[src/rtl/rr_arb_pkg.sv]
// Shared constants and state encoding for the round-robin register arbiter.
package rr_arb_pkg;

  localparam int unsigned DefNReq    = 4;
  localparam int unsigned DefWidth   = 8;
  localparam int unsigned DefMaxHold = 4;

  typedef enum logic {
    StIdle  = 1'b0,
    StGrant = 1'b1
  } arb_state_e;

endpackage

[src/rtl/rr_pick.sv]
// Combinational round-robin search: first set bit of mask at or after start, wrapping.
module rr_pick #(
  parameter int unsigned N_REQ = 4
) (
  input  logic [N_REQ-1:0]         mask,
  input  logic [$clog2(N_REQ)-1:0] start,
  output logic [N_REQ-1:0]         onehot,
  output logic [$clog2(N_REQ)-1:0] idx,
  output logic                     valid
);

  localparam int unsigned IdxW = $clog2(N_REQ);

  logic [IdxW-1:0] j;

  always_comb begin
    onehot = '0;
    idx    = '0;
    valid  = 1'b0;
    j      = '0;
    for (int k = 0; k < int'(N_REQ); k++) begin
      // Modulo keeps the wrap correct for non-power-of-two requester counts.
      j = IdxW'((int'(start) + k) % int'(N_REQ));
      if (!valid && mask[j]) begin
        valid     = 1'b1;
        idx       = j;
        onehot[j] = 1'b1;
      end
    end
  end

endmodule

[src/rtl/rr_reg_arbiter.sv]
// Round-robin arbiter granting one requester at a time write access to a shared register,
// with a bounded hold time whenever other requesters are waiting.
module rr_reg_arbiter
  import rr_arb_pkg::*;
#(
  parameter int unsigned N_REQ    = DefNReq,
  parameter int unsigned WIDTH    = DefWidth,
  parameter int unsigned MAX_HOLD = DefMaxHold
) (
  input  logic                     clock,
  input  logic                     reset,
  input  logic [N_REQ-1:0]         req,
  input  logic [N_REQ*WIDTH-1:0]   wdata,
  output logic [N_REQ-1:0]         gnt,
  output logic [WIDTH-1:0]         q,
  output logic [$clog2(N_REQ)-1:0] owner,
  output logic                     busy
);

  localparam int unsigned IdxW  = $clog2(N_REQ);
  localparam int unsigned HoldW = (MAX_HOLD > 1) ? $clog2(MAX_HOLD) : 1;

  arb_state_e       state_q, state_d;
  logic [N_REQ-1:0] gnt_q, gnt_d;
  logic [IdxW-1:0]  owner_q, owner_d;
  logic [HoldW-1:0] hold_q, hold_d;
  logic [WIDTH-1:0] q_q, q_d;

  logic [N_REQ-1:0] owner_oh;
  logic [N_REQ-1:0] pick_mask;
  logic [IdxW-1:0]  pick_start;
  logic [N_REQ-1:0] pick_oh;
  logic [IdxW-1:0]  pick_idx;
  logic             pick_valid;
  logic             owner_req;
  logic             at_limit;

  always_comb begin
    owner_oh          = '0;
    owner_oh[owner_q] = 1'b1;
  end

  // While granting, the current owner is masked so pick_valid means "someone else waits".
  assign pick_mask  = (state_q == StGrant) ? (req & ~owner_oh) : req;
  assign pick_start = (owner_q == IdxW'(N_REQ - 1)) ? '0 : owner_q + 1'b1;
  assign owner_req  = req[owner_q];
  assign at_limit   = (hold_q == HoldW'(MAX_HOLD - 1));

  rr_pick #(
    .N_REQ (N_REQ)
  ) u_pick (
    .mask   (pick_mask),
    .start  (pick_start),
    .onehot (pick_oh),
    .idx    (pick_idx),
    .valid  (pick_valid)
  );

  always_comb begin
    state_d = state_q;
    gnt_d   = gnt_q;
    owner_d = owner_q;
    hold_d  = hold_q;
    q_d     = q_q;
    unique case (state_q)
      StIdle: begin
        if (pick_valid) begin
          state_d = StGrant;
          gnt_d   = pick_oh;
          owner_d = pick_idx;
          hold_d  = '0;
        end
      end
      StGrant: begin
        if (owner_req) begin
          q_d = wdata[owner_q*WIDTH +: WIDTH];
        end
        if ((!owner_req || at_limit) && pick_valid) begin
          gnt_d   = pick_oh;
          owner_d = pick_idx;
          hold_d  = '0;
        end else if (!owner_req) begin
          state_d = StIdle;
          gnt_d   = '0;
          hold_d  = '0;
        end else if (at_limit) begin
          hold_d = '0;
        end else begin
          hold_d = hold_q + 1'b1;
        end
      end
      default: begin
        state_d = StIdle;
        gnt_d   = '0;
      end
    endcase
  end

  always_ff @(posedge clock) begin
    if (reset) begin
      state_q <= StIdle;
      gnt_q   <= '0;
      owner_q <= IdxW'(N_REQ - 1);
      hold_q  <= '0;
      q_q     <= '0;
    end else begin
      state_q <= state_d;
      gnt_q   <= gnt_d;
      owner_q <= owner_d;
      hold_q  <= hold_d;
      q_q     <= q_d;
    end
  end

  assign gnt   = gnt_q;
  assign q     = q_q;
  assign owner = owner_q;
  assign busy  = (state_q == StGrant);

endmodule

[config.mk]
export PLATFORM = sky130hd
export DESIGN_NAME = rr_reg_arbiter
export DESIGN_NICKNAME = d
export VERILOG_FILES = /design/src/rtl/rr_arb_pkg.sv /design/src/rtl/rr_pick.sv /design/src/rtl/rr_reg_arbiter.sv
export SDC_FILE = /design/constraint.sdc
export NUM_CORES = 1
export LEC_CHECK = 0
export ABC_AREA = 0
export BUFFER_PORTS_ARGS = -buffer_cell sky130_fd_sc_hd__buf_4
export CAP_MARGIN = 10
export CORE_MARGIN = 10
export CORE_UTILIZATION = 30
export CTS_CLUSTER_DIAMETER = 120
export DETAILED_ROUTE_END_ITERATION = 10
export GPL_ROUTABILITY_DRIVEN = 1
export SLEW_MARGIN = 0
export SYNTH_ARGS = -nofsm -noshare
export SYNTH_HDL_FRONTEND = slang
export SYNTH_SLANG_ARGS = --single-unit
export TNS_END_PERCENT = 20
[constraint.sdc]
create_clock -name clock -period 3.2 [get_ports clock]
set_clock_uncertainty 0.15 [all_clocks]
set_input_delay 0.64 -clock clock [delete_from_list [all_inputs] [get_ports clock]]
set_output_delay 0.64 -clock clock [all_outputs]
set_load 0.02 [all_outputs]
==> reports/qor.json <==
{
  "worstMarginPinSlew": {"value": 0.646, "unit": "ns"},
  "synth_nets": {"value": 194},
  "synth_edf_count": {"value": 0},
  "tritoncts": {"value": "done"},
  "min_delay_worst_endpoint": {"value": "q[0]$_SDFFE_PP0P_"},
  "path_delay_family": {"value": "compound AO/OA/AOI/OAI gates"},
  "total_core_area": {"value": 4690, "unit": "um^2"},
  "avgRoutedWirePerCell": {"value": 15.9, "unit": "um"},
  "antenna_found_initial": {"value": 0},
  "die_h": {"value": 89.4, "unit": "um"},
  "dr.first_iter.drc_count": {"value": 77},
  "num_vias": {"value": 1376},
  "rr_startpoint": {"value": "owner[0]$_SDFFE_PP1P_"},
  "run_status": {"value": "finished clean"},
  "placedInstanceArea": {"value": 1870, "unit": "um^2"},
  "first_global_vias": {"value": 1420},
  "number_of_cts_inserted_buffers": {"value": 3},
  "holdPathStages": {"value": 2},
  "netlist_instances": {"value": 150},
  "finalWeightedCongestion": {"value": 0.859},
  "timing.final.setup_violations": {"value": 0},
  "cts.sink_count": {"value": 17},
  "clock_tree.htree_level_count": {"value": 1},
  "cts.clk_slew.worst_paths": {"value": 0.07, "unit": "ns"},
  "ctsRootBufferMaster": {"value": "sky130_fd_sc_hd__clkbuf_8"},
  "place.detailed.hpwl": {"value": 3.33, "unit": "mm"},
  "cts_setup_buffers": {"value": 0},
  "ctsLongestPathBuffers": {"value": 2},
  "post_route_cells_drive_above_1_share": {"value": 40.3, "unit": "%"},
  "netlist.top_cell.by_area": {"value": "sky130_fd_sc_hd__dfxtp_1"},
  "pwr-share-comb": {"value": 69.0, "unit": "%"},
  "timing.final.max_slew_violations": {"value": 0},
  "synth_warnings": {"value": 0},
  "layout_min_cycle_time": {"value": 2.75, "unit": "ns"},
  "remaining_drc_errors": {"value": 0},
  "ys_ff_latch": {"value": 17},
  "power.ir.vdd_worst": {"value": 0.304, "unit": "mV"},
  "maxClockFrequency": {"value": 0.364, "unit": "GHz"},
  "critPathMaxFanout": {"value": 8},
  "most_common_library_cell_in_the_layout_ignoring_fill_and_taps": {"value": "sky130_fd_sc_hd__buf_4"},
  "detail_route.wirelength": {"value": 4.05, "unit": "mm"},
  "syn-cell-area": {"value": 1450, "unit": "um^2"},
  "cts_resized": {"value": 0},
  "antenna-diode-count": {"value": 0},
  "drt-vias-per-instance": {"value": 5.40},
  "critical_path_arrival": {"value": 2.75, "unit": "ns"},
  "grt.total_usage": {"value": 10.6, "unit": "%"},
  "endpoint_of_the_lowest_slack_register_to_register_path": {"value": "gnt[2]$_SDFFE_PP0P_"},
  "power.switching_fraction": {"value": 45.5, "unit": "%"},
  "ys_dominant_reg_cell": {"value": "sky130_fd_sc_hd__dfxtp_1"},
  "finish.net_count": {"value": 246},
  "critical_path.startpoint_type": {"value": "flop"},
  "cell_internal_pwr": {"value": 0.000888, "unit": "W"},
  "dr.pass1.iters": {"value": 4},
  "hold_start": {"value": "q[0]$_SDFFE_PP0P_"},
  "rows": {"value": 25},
  "setup.reg_to_reg.worst_slack": {"value": 0.45, "unit": "ns"},
  "power.leakage": {"value": 0.874, "unit": "nW"},
  "yosysTopAreaCellShare": {"value": 23.5, "unit": "%"},
  "synth_async_sr_flop_share": {"value": 0, "unit": "%"},
  "chipWidth": {"value": 89.4, "unit": "um"},
  "setup_repair_after_global_routing_missed_its_margin": {"value": "no"},
  "hp-class": {"value": "reg2reg"},
  "synthesis.area_per_instance": {"value": 9.64, "unit": "um^2"},
  "cp_cell_sequence": {"value": "inv_1 -> ha_1 -> a21bo_2 -> o221ai_2 -> mux2_2 -> a21oi_2 -> o21a_1 -> a22o_1"},
  "mostFrequentLayoutCells": {"value": "55 x sky130_fd_sc_hd__buf_4, 17 x sky130_fd_sc_hd__dfxtp_1, 16 x sky130_fd_sc_hd__nor2_1, 13 x sky130_fd_sc_hd__mux2i_1, 11 x sky130_fd_sc_hd__mux4_2"},
  "clk-insertion-delay-late": {"value": 0.25, "unit": "ns"},
  "part_of_the_total_power_dissipated_in_the_clock_network": {"value": 9.8, "unit": "%"},
  "ioPinCount": {"value": 53},
  "setup-tns-final": {"value": 0, "unit": "ns"},
  "first_pass_grt_wire_length": {"value": 6.75, "unit": "mm"},
  "worstPathBufferInverterCount": {"value": 1},
  "initial_core_util": {"value": 30.8, "unit": "%"},
  "route.antenna.remaining_nets": {"value": 0},
  "criticalPathCategory": {"value": "reg2reg"},
  "fin_worst_hold_slack": {"value": 0.306, "unit": "ns"},
  "place.detailed.instances": {"value": 251},
  "sequentialPowerShare": {"value": 21.2, "unit": "%"},
  "worstSetupEndpointType": {"value": "flop"},
  "die_area": {"value": 8000, "unit": "um^2"},
  "grt-ovfl-total": {"value": 0},
  "synth_seq_area_share": {"value": 23.5, "unit": "%"},
  "flow.area_growth_from_synthesis": {"value": 32.5, "unit": "%"},
  "cap_violations": {"value": 0},
  "power.net_switching": {"value": 0.000742, "unit": "W"},
  "cp_max_stage_cell": {"value": "sky130_fd_sc_hd__dfxtp_1"},
  "cts_hold_repair.buffers": {"value": 0},
  "critical_path.max_stage_delay": {"value": 0.58, "unit": "ns"},
  "portBuffers": {"value": 52},
  "final_core_utilization": {"value": 40.9, "unit": "%"},
  "instances_no_fill": {"value": 255},
  "data_required_time_of_the_critical_path": {"value": 3.20, "unit": "ns"},
  "final_design_area_no_fill": {"value": 1920, "unit": "um^2"},
  "final_min_period_over_clock_period": {"value": 86.0, "unit": "%"},
  "finalHoldViolCount": {"value": 0},
  "slew_headroom": {"value": 56.6, "unit": "%"},
  "reg2regPathDepth": {"value": 8},
  "synth_area_leaders": {"value": "sky130_fd_sc_hd__dfxtp_1 24%, sky130_fd_sc_hd__mux4_2 17%, sky130_fd_sc_hd__mux2i_1 9.0%"},
  "synthDistinctLibCells": {"value": 53},
  "num-fill-cells": {"value": 498},
  "grt_max_degree": {"value": 16},
  "p_per_area": {"value": 850, "unit": "nW/um^2"}
}
through the flow:
step                      worst slack (ns)  power [W]
after floorplan                      0.342    0.00120
after global placement               0.415    0.00149
after detailed placement             0.433    0.00149
after CTS                            0.409    0.00165
after global routing                 0.214    0.00178
final                                0.449    0.00163
layout make-up:
cell class | count | area [um^2] | share of cell area [%]
clock buffer | 4 | 45.0 | 2.35
inverter | 6 | 22.5 | 1.17
multi-input combinational | 119 | 1030 | 53.7
sequential | 17 | 340 | 17.8
tap | 54 | 67.6 | 3.52
timing repair buffer | 55 | 413 | 21.5
worst min-delay path, cell delays in order, from the launching register on:
cell,delay (ns)
sky130_fd_sc_hd__dfxtp_1,0.31
sky130_fd_sc_hd__nand2_1,0.05
sky130_fd_sc_hd__a21oi_1,0.05
synth_stat cells (2+ instances only):
| cell type | instances |
|---|---|
| sky130_fd_sc_hd__a21bo_1 | 2 |
| sky130_fd_sc_hd__a21boi_0 | 3 |
| sky130_fd_sc_hd__a21oi_1 | 3 |
| sky130_fd_sc_hd__a31oi_1 | 3 |
| sky130_fd_sc_hd__buf_2 | 2 |
| sky130_fd_sc_hd__buf_4 | 4 |
| sky130_fd_sc_hd__dfxtp_1 | 17 |
| sky130_fd_sc_hd__ha_1 | 6 |
| sky130_fd_sc_hd__inv_1 | 5 |
| sky130_fd_sc_hd__mux2i_1 | 13 |
| sky130_fd_sc_hd__mux4_2 | 11 |
| sky130_fd_sc_hd__nand2_1 | 9 |
| sky130_fd_sc_hd__nand3_1 | 3 |
| sky130_fd_sc_hd__nand4_1 | 3 |
| sky130_fd_sc_hd__nor2_1 | 16 |
| sky130_fd_sc_hd__nor2b_1 | 3 |
| sky130_fd_sc_hd__nor3_1 | 3 |
| sky130_fd_sc_hd__o211ai_1 | 4 |
| sky130_fd_sc_hd__o21a_1 | 2 |
| sky130_fd_sc_hd__o21ai_0 | 2 |
| sky130_fd_sc_hd__o21ai_1 | 4 |
state kept, by name, indices dropped and copies added (netlist names):
| signal | flops |
|---|---|
| q | 8 |
| gnt | 4 |
| hold_q | 2 |
| owner | 2 |
| busy | 1 |
cell families after synthesis:
kind of cell	Yosys count	share of synthesized area, %
compound gates	42	23.0
fa+ha+maj	7	5.88
buf+inv	14	5.36
flops	17	23.5
mux	25	26.9
simple gates	45	15.3
power by group through the flow:
stage                     Clock (W)  Sequential (W)  Combinational [W]
after floorplan                   0        0.000392           0.000805
after global placement            0        0.000351            0.00113
after CTS                  0.000164        0.000349            0.00114
after detailed placement          0        0.000351            0.00114
final                      0.000160        0.000345            0.00113
after global routing       0.000175        0.000358            0.00125
metal layers:
layer	vias to the layer above	wire [um]	GRT usage [%]
met1	648	1770	12.8
met3	4	393	5.83
met2	48	1840	16.2
li1	676	-	-
met5	-	0	0
met4	0	42	2.31
worst max path at each step:
stage	start	end	slack, ns	depth (start not counted)
after floorplan	owner[0]$_SDFFE_PP1P_	gnt[2]$_SDFFE_PP0P_	0.34	10
final	owner[0]$_SDFFE_PP1P_	gnt[2]$_SDFFE_PP0P_	0.45	8
after detailed placement	owner[0]$_SDFFE_PP1P_	gnt[2]$_SDFFE_PP0P_	0.43	8
after global routing	owner[0]$_SDFFE_PP1P_	gnt[2]$_SDFFE_PP0P_	0.21	8
after CTS	owner[0]$_SDFFE_PP1P_	gnt[2]$_SDFFE_PP0P_	0.41	8
after global placement	owner[0]$_SDFFE_PP1P_	gnt[2]$_SDFFE_PP0P_	0.42	8
Note: power is estimated with default switching activity, not from simulation.
